## config.mk

```make
export PLATFORM = sky130hd
export DESIGN_NAME = jtag_ahbl_master
export DESIGN_NICKNAME = d
export VERILOG_FILES = /design/src/rtl/jtag_ahbl_master.sv
export SDC_FILE = /design/constraint.sdc
export NUM_CORES = 1
export LEC_CHECK = 0
export ABC_AREA = 1
export BUFFER_PORTS_ARGS = -buffer_cell sky130_fd_sc_hd__buf_2
export CORE_ASPECT_RATIO = 1.2
export CORE_MARGIN = 3
export CORE_UTILIZATION = 58
export CTS_CLUSTER_SIZE = 25
export DETAILED_ROUTE_END_ITERATION = 16
export GPL_ROUTABILITY_DRIVEN = 0
export GPL_TIMING_DRIVEN = 0
export PLACE_DENSITY = 0.93
export SLEW_MARGIN = 20
export SYNTH_ARGS = -nofsm -noshare
export SYNTH_HDL_FRONTEND = slang
export SYNTH_SLANG_ARGS = --single-unit
```

## constraint.sdc

```tcl
create_clock -name HCLK -period 4 [get_ports HCLK]
set_clock_uncertainty 0.05 [all_clocks]
set_input_delay 0.4 -clock HCLK [delete_from_list [all_inputs] [get_ports HCLK]]
set_output_delay 0.4 -clock HCLK [all_outputs]
set_load 0.02 [all_outputs]
```

## src/rtl/jtag_ahbl_master.sv

```systemverilog
// jtag_ahbl_master: AHB-Lite single-transfer master for the JTAG debug path.
// Takes SET_ADDR / WRITE / READ commands, runs one NONSEQ word transfer per
// bus command and returns exactly one response pulse per command.
module jtag_ahbl_master #(
   parameter int ADDR_WIDTH = 32,
   parameter int DATA_WIDTH = 32,
   parameter bit AUTO_INC   = 1'b1
) (
   input  logic                  HCLK,
   input  logic                  HRESETn,
   input  logic                  cmd_valid,
   output logic                  cmd_ready,
   input  logic [1:0]            cmd_op,
   input  logic [DATA_WIDTH-1:0] cmd_data,
   output logic                  rsp_valid,
   output logic [DATA_WIDTH-1:0] rsp_data,
   output logic                  rsp_err,
   output logic [7:0]            rsp_waits,
   output logic [ADDR_WIDTH-1:0] HADDR,
   output logic [1:0]            HTRANS,
   output logic                  HWRITE,
   output logic [2:0]            HSIZE,
   output logic [2:0]            HBURST,
   output logic [3:0]            HPROT,
   output logic                  HMASTLOCK,
   output logic [DATA_WIDTH-1:0] HWDATA,
   input  logic [DATA_WIDTH-1:0] HRDATA,
   input  logic                  HREADY,
   input  logic                  HRESP
);

   // state  | meaning
   // IDLE   | waiting for a command, cmd_ready high
   // ADDR   | NONSEQ address phase, held while HREADY low
   // DATA   | data phase, counting wait states and collecting errors
   // RESP   | one-cycle response pulse, back to IDLE next cycle
   typedef enum logic [1:0] {S_IDLE, S_ADDR, S_DATA, S_RESP} state_e;

   localparam logic [1:0] OP_SET_ADDR = 2'b00;
   localparam logic [1:0] OP_WRITE    = 2'b01;
   localparam logic [1:0] OP_READ     = 2'b10;
   localparam logic [1:0] HTRANS_IDLE   = 2'b00;
   localparam logic [1:0] HTRANS_NONSEQ = 2'b10;

   state_e                state_q;
   logic [ADDR_WIDTH-1:0] addr_q;
   logic [ADDR_WIDTH-1:0] haddr_q;
   logic [1:0]            htrans_q;
   logic                  write_q;
   logic [DATA_WIDTH-1:0] wdata_q;
   logic                  err_flag_q;
   logic [7:0]            wait_cnt_q;
   logic                  rsp_valid_q;
   logic [DATA_WIDTH-1:0] rsp_data_q;
   logic                  rsp_err_q;
   logic [7:0]            rsp_waits_q;

   logic [ADDR_WIDTH-1:0] cmd_addr;
   logic                  done_err;

   assign cmd_addr = cmd_data[ADDR_WIDTH-1:0];
   // An error seen on an earlier stalled cycle sticks even if the final
   // cycle's HRESP were to drop.
   assign done_err = HRESP | err_flag_q;

   // Command sequencing, bus phases and registered response outputs.
   always_ff @(posedge HCLK or negedge HRESETn) begin
      if (!HRESETn) begin
         state_q     <= S_IDLE;
         addr_q      <= '0;
         haddr_q     <= '0;
         htrans_q    <= HTRANS_IDLE;
         write_q     <= 1'b0;
         wdata_q     <= '0;
         err_flag_q  <= 1'b0;
         wait_cnt_q  <= 8'd0;
         rsp_valid_q <= 1'b0;
         rsp_data_q  <= '0;
         rsp_err_q   <= 1'b0;
         rsp_waits_q <= 8'd0;
      end else begin
         rsp_valid_q <= 1'b0;
         case (state_q)
            S_IDLE: begin
               if (cmd_valid) begin
                  case (cmd_op)
                     OP_SET_ADDR: begin
                        addr_q      <= cmd_addr;
                        rsp_valid_q <= 1'b1;
                        rsp_data_q  <= DATA_WIDTH'(cmd_addr);
                        rsp_err_q   <= 1'b0;
                        rsp_waits_q <= 8'd0;
                        state_q     <= S_RESP;
                     end
                     OP_WRITE, OP_READ: begin
                        if (addr_q[1:0] != 2'b00) begin
                           rsp_valid_q <= 1'b1;
                           rsp_data_q  <= '0;
                           rsp_err_q   <= 1'b1;
                           rsp_waits_q <= 8'd0;
                           state_q     <= S_RESP;
                        end else begin
                           write_q  <= (cmd_op == OP_WRITE);
                           if (cmd_op == OP_WRITE) begin
                              wdata_q <= cmd_data;
                           end
                           haddr_q  <= addr_q;
                           htrans_q <= HTRANS_NONSEQ;
                           state_q  <= S_ADDR;
                        end
                     end
                     default: begin
                        rsp_valid_q <= 1'b1;
                        rsp_data_q  <= '0;
                        rsp_err_q   <= 1'b1;
                        rsp_waits_q <= 8'd0;
                        state_q     <= S_RESP;
                     end
                  endcase
               end
            end
            S_ADDR: begin
               if (HREADY) begin
                  htrans_q   <= HTRANS_IDLE;
                  err_flag_q <= 1'b0;
                  wait_cnt_q <= 8'd0;
                  state_q    <= S_DATA;
               end
            end
            S_DATA: begin
               if (!HREADY) begin
                  if (wait_cnt_q != 8'hFF) begin
                     wait_cnt_q <= wait_cnt_q + 8'd1;
                  end
                  if (HRESP) begin
                     err_flag_q <= 1'b1;
                  end
               end else begin
                  rsp_valid_q <= 1'b1;
                  rsp_err_q   <= done_err;
                  rsp_data_q  <= (!write_q && !done_err) ? HRDATA : '0;
                  rsp_waits_q <= wait_cnt_q;
                  if (AUTO_INC && !done_err) begin
                     addr_q <= addr_q + ADDR_WIDTH'(4);
                  end
                  state_q <= S_RESP;
               end
            end
            S_RESP: begin
               state_q <= S_IDLE;
            end
            default: begin
               state_q <= S_IDLE;
            end
         endcase
      end
   end

   assign cmd_ready = (state_q == S_IDLE);
   assign rsp_valid = rsp_valid_q;
   assign rsp_data  = rsp_data_q;
   assign rsp_err   = rsp_err_q;
   assign rsp_waits = rsp_waits_q;
   assign HADDR     = haddr_q;
   assign HTRANS    = htrans_q;
   assign HWRITE    = write_q;
   assign HWDATA    = wdata_q;
   assign HSIZE     = 3'b010;
   assign HBURST    = 3'b000;
   assign HPROT     = 4'b0011;
   assign HMASTLOCK = 1'b0;

endmodule
```

# Yosys cells after proc, flatten, opt, wreduce, memory -nomap -nowiden
# Cells that the tools add are included.
# word_totals
regBits	152
inputBits	71
out_inout_bits	121
word_cells	96
# classes
add_sub_neg	2
n_eq_ne	17
muxes	45
n_bitwise	2
reduce_logical	18
# op_table
operator	n
$mux W32	8
$pmux W32 S2	3
$mux W8	7
$add A32 B3 Y32 const B	1
$pmux W8 S2	2
$mux W2	9
$ne A2 B2 Y1 const B	8
$reduce_and A4 Y1	4
$reduce_and A5 Y1	3
$mux W1	10
$add A8 B1 Y8 const B	1
$ne A8 B8 Y1 const B	1
$pmux W1 S2	4
$pmux W2 S4	1
$reduce_bool A2 Y1	4
$eq A2 B2 Y1 const B	3
$eq A2 B1 Y1 const B	2
$logic_not A2 Y1	2
$ne A2 B1 Y1 const B	2
$pmux W2 S2	1
$ne A3 B3 Y1 const B	1
$reduce_and A3 Y1	1
$logic_not A1 Y1	2
$reduce_or A2 Y1	1
other kinds (3)	3

# Logic depth before layout (Yosys ltp)
# Gate-level depths: netlist of run 1.
# depth
ltp_word	6
mapped_depth	13
depth_no_buf	12

# Worst setup path after synthesis of run 1
# OpenSTA, ideal clock, no wires.
# synth_timing
path_type	register -> register
from	reg state_q[0]
to	reg wdata_q[10], in the netlist HWDATA[10]
setup_time_ns	0.125
t_arrival_ns	1.684
t_required_ns	3.825
path_slack_ns	2.140
path_stages_with_launch	8
path_buffers	1
synth_period_minus_slack_ns	1.860
cell_sequence	dfrtp_1 -> inv_1 -> ha_1 -> nand3_2 -> nor2_4 -> nand2_4 -> buf_6 -> mux2_4
# synth_via
elab_chain_cells	2
# synth_lines
element	line_no	text
start, declared	45	state_e state_q;
start signal, assigned	69	state_q <= S_IDLE;
start signal, assigned	93	state_q <= S_RESP;
start signal, assigned	101	state_q <= S_RESP;
$logic_not A2 Y1	n/a	
via cmd_ready	12	output logic cmd_ready,
$reduce_and A5 Y1 (no line)	n/a	
end signal, assigned	105	wdata_q <= cmd_data;
end, declared	50	logic [DATA_WIDTH-1:0] wdata_q;
# The timed path passes the listed nets, and every way through them passes these cells.
# A chain may end at the register's enable or synchronous reset.

# Final worst setup path of run 1
# layout_timing
from	reg state_q[0]
to	reg haddr_q[8], in the netlist HADDR[8]
# layout_via
elab_chain_cells	2
# layout_lines
element	line_no	text
$logic_not A2 Y1	83	case (state_q)
$reduce_and A4 Y1 (no line)	n/a	
end signal, assigned	107	haddr_q <= addr_q;
end, declared	47	logic [ADDR_WIDTH-1:0] haddr_q;
# Every way passes these cells.

==> results of run 1 <==
==> report_power, final <==
group | leakage, nW | switching, mW | internal, mW
Combinational | 2.67 | 2.75 | 1.41
Clock | 0.274 | 0.666 | 0.897
Sequential | 1.88 | 0.478 | 2.19
==> state kept, by name, indices dropped and copies added (netlist names) <==
name / count
rsp_err: 1
HWDATA: 32
HADDR: 32
state_q: 2
HWRITE: 1
HTRANS: 1
err_flag_q: 1
addr_q: 32
rsp_waits: 8
wait_cnt_q: 8
rsp_valid: 1
rsp_data: 32
==> routing by layer <==
layer / track usage / part of all wire / vias to the layer above
met5: 0 / 0 / -
met4: 0.187 / 0.059 / 0
li1: - / - / 3438
met3: 0.0629 / 0.089 / 115
met1: 0.389 / 0.36 / 3503
met2: 0.526 / 0.49 / 471
==> synthesized netlist by cell type, drive strengths merged <==
cell / count / area, sq um
a31oi: 33 / 288
a21oi: 41 / 216
nor2: 127 / 509
a22oi: 6 / 45.0
mux2: 21 / 300
nand2: 252 / 956
nand4: 33 / 206
conb: 2 / 7.51
o21bai: 1 / 7.51
xor2: 5 / 43.8
nand3b: 1 / 7.51
and2: 2 / 12.5
nor3: 1 / 5.00
nand3: 36 / 190
xnor2: 2 / 17.5
o31ai: 7 / 52.6
mux2i: 1 / 10.0
dfrtp: 151 / 3780
inv: 71 / 267
o21ai: 64 / 332
buf: 37 / 285
clkbuf: 21 / 78.8
nor4: 1 / 6.26
ha: 8 / 100
==> final timing paths <==
kind,from,end,slack (ps),cells after the start
max,state_q[0],HADDR[8],1890,7
min,cmd_data[0],rsp_data[0],190,3
max reg2reg,state_q[0],HADDR[8],1890,7
min reg2reg,HADDR[8],HADDR[8],410,2
max in group asynchronous,HRESETn,addr_q[18],2650,3
min in group asynchronous,HRESETn,HWDATA[2],450,2
==> final cells by class <==
cell class / count / area, sq um
clock inverters: 12 / 119
plain buffers: 58 / 364
repair buffers: 181 / 943
inverters: 71 / 267
multi-input cells: 654 / 3350
well taps: 164 / 205
flip-flops and latches: 151 / 3780
clock buffers: 20 / 457
fillers: 905 / 3350
==> cells by family after synthesis <==
group,count (synthesis),share of synthesized area
AND/OR/NAND/NOR,453,0.245
AO/OA/AOI/OAI,152,0.122
flip-flops,151,0.489
buffers and inverters,129,0.0817
multiplexers,22,0.0402
adder cells (fa/ha/maj),8,0.0130
XOR/XNOR,7,0.00794
other,2,0.000972
==> through the flow <==
stage          area [sq um]  setup slack [ps]
2_1_floorplan          7760              2140
4_1_cts                9480              1940
3_5_place_dp           8900              1960
6_report               9480              1890
5_1_grt                9480              1790
3_3_place_gp           8860               320
==> worst min-delay path: cells and delay by family <==
kind                   cells  cell delay (ps)
AOI/OAI and AO/OA          1               70
buffers and inverters      1              110
and+or+nand+nor            1               50
==> results.json, run 1 <==
{
  "grt_remaining_overflow": 0,
  "drc": 0,
  "peakVddDrop_uv": 469,
  "grt_pass1_vias": 7462,
  "io_buffers": 179,
  "drt_iter0_markers": 867,
  "ys_ff_latch": 151,
  "critPathKind": "flop to flop",
  "cp.arrival_ps": 2420,
  "hpwlAfterDp_mm": 17.0,
  "cp_slowest_stage_delay_ps": 480,
  "grt.total_usage": 0.319,
  "path_cells": "inv_1 > ha_1 > nand3_2 > nor2_4 > clkbuf_1 > nand2_1 > nand2_1",
  "yosysWarningCount": 0,
  "clk_pin_slew_ps": 70,
  "fin_setup_tns_ps": 0,
  "fmax_mhz": 474,
  "core_area_sq_mm": 0.0128,
  "fp.dieArea_sq_mm": 0.0147,
  "worstPathRequired_ps": 4310,
  "num_antenna_cells": 0,
  "io_pins": 192,
  "power.density_mw_per_mm2": 885,
  "setup_violations": 0,
  "row_count": 45,
  "area_growth_pct": 22.8,
  "cts_setup_buffers": 0,
  "synthCells": 924,
  "worst_pin_slew_ps": 610,
  "grt_max_degree": 89,
  "cp-end-kind": "flop",
  "layout.cells.non_filler": 1311,
  "post-route-min-period_ps": 2110,
  "final_util": 0.739,
  "cts_resized": 0,
  "fin_nets": 1213,
  "die_width_um": 111,
  "outcome": "complete, no violations",
  "hold_buffers": 1,
  "dp.cells": 1278,
  "start_kind": "flop",
  "numCtsBuffers": 17,
  "slew_headroom": 0.593,
  "drt_first_pass_iters": 5,
  "cap_viol_max_count": 0,
  "wl_per_cell_um": 17.6,
  "cts_max_level": 4,
  "cpMostUsedCell": "nand2_1",
  "cp_slowest_cell": "clkbuf_1",
  "antenna_found_initial": 0,
  "hp-class": "input port to flop",
  "fp.dieH_um": 132,
  "final.period_utilization": 0.527,
  "initial_utilization": 0.602,
  "clockRootBuffer": "clkbuf_16",
  "clock_sinks": 151,
  "hold_viol": 0,
  "crit_path_max_fanout": 10,
  "critPathTopFamily": "simple AND/OR/NAND/NOR gates",
  "drive_gt1_frac": 0.264,
  "num_vias": 7527,
  "final_cell_mix": "nand2_1 (250), buf_2 (190), dfrtp_1 (151)",
  "finalWirelength_mm": 23.1,
  "clockBufferDepth": 2,
  "synth.distinct_cells": 39,
  "syn_area_sq_mm": 0.00772,
  "ys_seq_area_frac": 0.489,
  "routed_via_density": 5.74,
  "hold_slack_ps": 189,
  "cts_tree": "built",
  "finalMaxSlewViolations": 0,
  "cp.buffers_inverters": 2,
  "final_common_cell": "nand2_1",
  "avgSynthCellArea_sq_um": 8.36,
  "insertion_delay_ps": 430,
  "rsz0062_at_grt": "no",
  "ant_nets": 0,
  "p_leak_nw": 4.82,
  "finalPower_mw": 8.40,
  "grt_pass1_wl_mm": 37.5
}
(Power assumes the default switching activity.)
==> run 2, diff against run 1 <==
ABC_AREA = 0   (was 1)
CORE_UTILIZATION = 53   (was 58)
PLACE_DENSITY = 0.87   (was 0.93)
clock period = 2.2 ns   (was 4 ns; I/O delays follow)
==> results.json, run 2 <==
{
  "clock_power_share": 0.243,
  "start_kind": "flop",
  "power.density_mw_per_mm2": 1470,
  "path_cells": "inv_2 > ha_2 > buf_4 > nor2_1 > a211o_1 > or4_1 > nand3_1",
  "core_area_sq_mm": 0.0134,
  "setup_violations": 0,
  "outcome": "complete, no violations",
  "finalPower_mw": 13.9,
  "peakVddDrop_uv": 786,
  "drt_iter0_markers": 842,
  "grt_remaining_overflow": 0,
  "cap_viol_max_count": 0,
  "die_width_um": 114,
  "fmax_mhz": 457,
  "clk_pin_slew_ps": 60,
  "ant_nets": 0,
  "numCtsBuffers": 17,
  "insertion_delay_ps": 430,
  "worst-r2r-setup-slack_ps": 10,
  "reg2regPathDepth": 7,
  "synthTopCellsByCount": "dfrtp_1 (151), mux2_2 (99), nand2_1 (44)",
  "initial_utilization": 0.549,
  "layout.cells.non_filler": 1055,
  "io_pins": 192,
  "grt.total_usage": 0.293,
  "avgSynthCellArea_sq_um": 11.2,
  "dp.cells": 1015,
  "finalWirelength_mm": 22.9,
  "grt_max_degree": 79,
  "fp.dieH_um": 135,
  "row_count": 46,
  "ys_seq_area_frac": 0.514,
  "hold_depth": 2,
  "critPathTopFamily": "simple AND/OR/NAND/NOR gates",
  "syn_area_sq_mm": 0.00736,
  "slew_headroom": 0.525,
  "cts_tree": "built",
  "yosys.area.top_type": "dfrtp_1",
  "grt_pass1_wl_mm": 34.8,
  "drive_gt1_frac": 0.435,
  "fin_nets": 954,
  "crit_start": "state_q[0]",
  "final_cell_mix": "buf_2 (183), dfrtp_1 (151), mux2_2 (99)",
  "crit_path_end": "addr_q[11]",
  "seqPwrFrac": 0.328,
  "post-route-min-period_ps": 2190,
  "cp_slowest_stage_delay_ps": 580,
  "fillerInstances": 951,
  "synth.distinct_cells": 53,
  "seq_area_sq_mm": 0.00378,
  "synthArstFlopShare": 1.00,
  "worst_pin_slew_ps": 713,
  "clockBufferDepth": 2,
  "netlist.area_leader.share": 0.514,
  "pre_cts_ws_ps": -496,
  "final_common_cell": "buf_2",
  "final.period_utilization": 0.995,
  "antenna_found_initial": 1,
  "finalMaxSlewViolations": 0,
  "critPathKind": "flop to flop",
  "multiInputGateArea_sq_mm": 0.00336,
  "hold_viol": 0,
  "p_switching_mw": 5.51,
  "hold_slack_ps": 12.8,
  "area_growth_pct": 28.8,
  "num_vias": 6673,
  "setup_ws_ps": 11.6,
  "drc": 0,
  "rr_endpoint": "addr_q[11]",
  "routed_via_density": 6.33,
  "cts_max_level": 4,
  "clock_sinks": 151,
  "wl_per_cell_um": 21.7,
  "ys_ff_latch": 151,
  "p_leak_nw": 4.72,
  "synth_ff_type": "dfrtp_1",
  "intPower_mw": 8.38,
  "cp.arrival_ps": 2510,
  "swShare": 0.397,
  "dpl_cell_area_sq_mm": 0.00854,
  "hp-class": "input port to flop",
  "fp.dieArea_sq_mm": 0.0153,
  "hpwlAfterDp_mm": 15.4,
  "fin_area_sq_mm": 0.00948,
  "crit_path_max_fanout": 10,
  "grt_pass1_vias": 6627,
  "yosysWarningCount": 0,
  "yosysMostFrequentCell": "dfrtp_1",
  "drt_first_pass_iters": 6,
  "cp.buffers_inverters": 2,
  "r2r-start": "state_q[0]",
  "cp-end-kind": "flop",
  "combPwrFrac": 0.429,
  "clockRootBuffer": "clkbuf_16",
  "synth_edf_count": 0,
  "synthCells": 658,
  "cp_slowest_cell": "or4_1",
  "crit_cells": 7,
  "io_buffers": 178,
  "worstPathRequired_ps": 2520,
  "synth_area_leaders": "dfrtp_1 (51%), mux2_2 (15%), a22o_1 (3.9%), a22oi_1 (2.2%), nand2_1 (2.2%)"
}
## run 2: cell types whose count changed in the layout (fill, tap and decap cells not counted), moves of 33 or more
| cell | before | now |
|---|---|---|
| nand2_1 | 250 | 43 |
| mux2_2 | 4 | 99 |
| nor2_1 | 120 | 26 |
| inv_1 | 64 | 15 |
| o21ai_0 | 60 | 16 |
| a22o_1 | 0 | 33 |
## run 2: worst min-delay path by stage
stage	startpoint	endpoint	slack, ps
final	cmd_data[4]	HWDATA[4]	10
after global placement	addr_q[1]	addr_q[1]	410
after detailed placement	HRESETn	rsp_waits[7]	180
after floorplan	HRESETn	HADDR[0]	-130
after CTS	cmd_data[5]	HWDATA[5]	7
after global routing	cmd_data[9]	HWDATA[9]	10
## run 2: kinds of logic after synthesis
| family | after synthesis | share of synthesized area |
|---|---|---|
| AOI/OAI and AO/OA | 131 | 0.134 |
| and+or+nand+nor | 186 | 0.131 |
| muxes | 104 | 0.158 |
| other | 2 | 0.00102 |
| adders and majority gates | 8 | 0.0136 |
| buffers and inverters | 76 | 0.0480 |
| DFF | 151 | 0.514 |
## run 2: per-stage QoR
stage	util	setup TNS (ps)
final	0.707	0
after global routing	0.707	-264
after CTS	0.700	0
after detailed placement	0.637	-43390
after global placement	0.634	-241450
after floorplan	-	0
## run 2: worst register-to-register path, cell delays in order, from the launching register on
cell and delay (ps):
dfrtp_1 400, inv_2 100, ha_2 220, buf_4 180, nor2_1 110, a211o_1 370, or4_1 580, nand3_1 120
## run 2: area by class of cell
cell class | instances | area share
diodes | 1 | 0.000264
plain buffers | 55 | 0.0378
clock buffers | 22 | 0.0511
clock inverters | 8 | 0.0203
inverters | 17 | 0.00673
multi-input cells | 441 | 0.354
flip-flops and latches | 151 | 0.399
well taps | 168 | 0.0222
repair buffers | 192 | 0.109
## run 2: what timing repair did
action                                  CTS  global route
hold buffers                              3             0
buffers inserted                          5             5
pin swaps                                 2             5
gates cloned                              0             0
resized for setup                        36            29
endpoints found under the setup margin  129           109
endpoints found under the hold margin    75             0
## run 2: power by group through the flow
stage	clock [mW]	sequential (mW)	combinational [mW]
after detailed placement	0	4.53	5.50
after global placement	0	4.46	5.36
after floorplan	0	5.35	2.70
after CTS	3.38	4.50	5.73
final	3.38	4.56	5.96
after global routing	3.50	4.68	6.30
## run 2: per-layer routing
layer,global-route usage,vias up,routed length (um)
li1,-,2856,-
met1,0.347,3200,7950
met2,0.466,487,11000
met3,0.0811,130,2390
met4,0.190,0,1530
met5,0,-,0
==> run 3, diff against run 2 <==
RECOVER_POWER = 50   (was default)
==> results.json, run 3 (synthesis results as in run 2) <==
{
  "finalMaxSlewViolations": 0,
  "clockBufferDepth": 2,
  "finalWirelength_mm": 23.0,
  "grt_pass1_wl_mm": 34.8,
  "worstPathRequired_ps": 2520,
  "fin_nets": 954,
  "p_switching_mw": 5.55,
  "peakVddDrop_uv": 772,
  "num_vias": 6675,
  "grt_remaining_overflow": 0,
  "cts_max_level": 4,
  "intPower_mw": 8.17,
  "antenna_found_initial": 1,
  "routed_via_density": 6.33,
  "p_leak_nw": 4.31,
  "r2r-start": "state_q[0]",
  "insertion_delay_ps": 430,
  "slew_headroom": 0.331,
  "final.period_utilization": 0.999,
  "ant_nets": 0,
  "outcome": "complete, no violations",
  "grt_max_degree": 79,
  "crit_start": "state_q[0]",
  "hp-class": "input port to flop",
  "dpl_cell_area_sq_mm": 0.00854,
  "seqPwrFrac": 0.334,
  "grt_pass1_vias": 6627,
  "io_buffers": 178,
  "combPwrFrac": 0.420,
  "initial_utilization": 0.549,
  "area_growth_pct": 26.7,
  "power.density_mw_per_mm2": 1470,
  "io_pins": 192,
  "clockRootBuffer": "clkbuf_16",
  "worst-r2r-setup-slack_ps": 3,
  "drt_iter0_markers": 779,
  "hpwlAfterDp_mm": 15.4,
  "cap_viol_max_count": 0,
  "fin_area_sq_mm": 0.00932,
  "cp-end-kind": "flop",
  "fp.dieArea_sq_mm": 0.0153,
  "drc": 0,
  "wl_per_cell_um": 21.8,
  "hp-start": "cmd_data[4]",
  "drive_gt1_frac": 0.313,
  "numCtsBuffers": 17,
  "clock_power_share": 0.246,
  "die_width_um": 114,
  "critPathKind": "flop to flop",
  "fin_setup_tns_ps": 0,
  "hold_viol": 0,
  "final_util": 0.695,
  "start_kind": "flop",
  "clk_pin_slew_ps": 60,
  "drt_first_pass_iters": 6,
  "core_area_sq_mm": 0.0134,
  "clock_sinks": 151,
  "fp.dieH_um": 135,
  "swShare": 0.405,
  "cts_tree": "built",
  "setup_violations": 0,
  "dp.cells": 1015,
  "final_common_cell": "dfrtp_1",
  "worst_pin_slew_ps": 1000,
  "layout.cells.non_filler": 1055,
  "crit_path_max_fanout": 10,
  "fmax_mhz": 455,
  "cp.arrival_ps": 2510,
  "row_count": 46,
  "final_cell_mix": "dfrtp_1 (151), clkbuf_1 (119), mux2_2 (99)",
  "post-route-min-period_ps": 2200,
  "grt.total_usage": 0.293
}
[run 3: cell types whose count changed in the layout (fill, tap and decap cells not counted), sizes merged]
cell    change
buf       -109
clkbuf    +109
[run 3: critical path: stages (launching register included)]
cell     delay, ps
dfrtp_1        400
inv_2          100
ha_2           220
buf_4          180
nor2_1         110
a211o_1        360
or4_1          580
nand3_1        120
[run 3: path summary, 6_finish.rpt]
| kind | cells after the start | endpoint |
|---|---|---|
| setup / recovery | 7 | addr_q[11] |
| hold / removal | 2 | HWDATA[4] |
| setup reg to reg | 7 | addr_q[11] |
| hold reg to reg | 1 | HWDATA[5] |
| max in group asynchronous | 3 | rsp_data[8] |
| min in group asynchronous | 2 | rsp_data[2] |
[run 3: area by class of cell]
type,instances,area [sq um]
clock inverters,8,193
fillers,1018,4090
inverters,17,63.8
clock buffers,22,484
well taps,168,210
flip-flops and latches,151,3780
repair buffers,192,875
multi-input cells,441,3360
diodes,1,2.50
plain buffers,55,358
[run 3: through the flow]
step | hold slack (ps) | setup slack, ps | power [mW]
floorplan | -126 | 92.8 | 8.05
global placement | 410 | -1350 | 9.82
detailed placement | 179 | -496 | 10.0
CTS | 6.79 | 11.1 | 13.6
global route | 12.7 | -43.9 | 14.3
finish | 14.3 | 2.99 | 13.7
[run 3: metal layers]
metal	vias up	part of all wire	wire length (um)	global-route usage
met5	-	0	0	0
met1	3216	0.35	7950	0.347
met2	461	0.48	11100	0.466
li1	2858	-	-	-
met3	140	0.10	2350	0.0811
met4	0	0.067	1540	0.190
[run 3: timing repair]
| action | CTS | global route |
|---|---|---|
| buffers inserted | 5 | 5 |
| pin swaps | 2 | 5 |
| resized for setup | 36 | 29 |
| endpoints found under the setup margin | 129 | 109 |
| hold buffers | 3 | 0 |
| hold endpoints to repair | 75 | 0 |
[run 3: power groups by stage]
stage	clock network [mW]	logic, mW	registers [mW]
2_1_floorplan	0	2.70	5.35
5_1_grt	3.50	6.08	4.70
4_1_cts	3.38	5.73	4.50
6_report	3.38	5.76	4.58
3_5_place_dp	0	5.50	4.53
3_3_place_gp	0	5.36	4.46
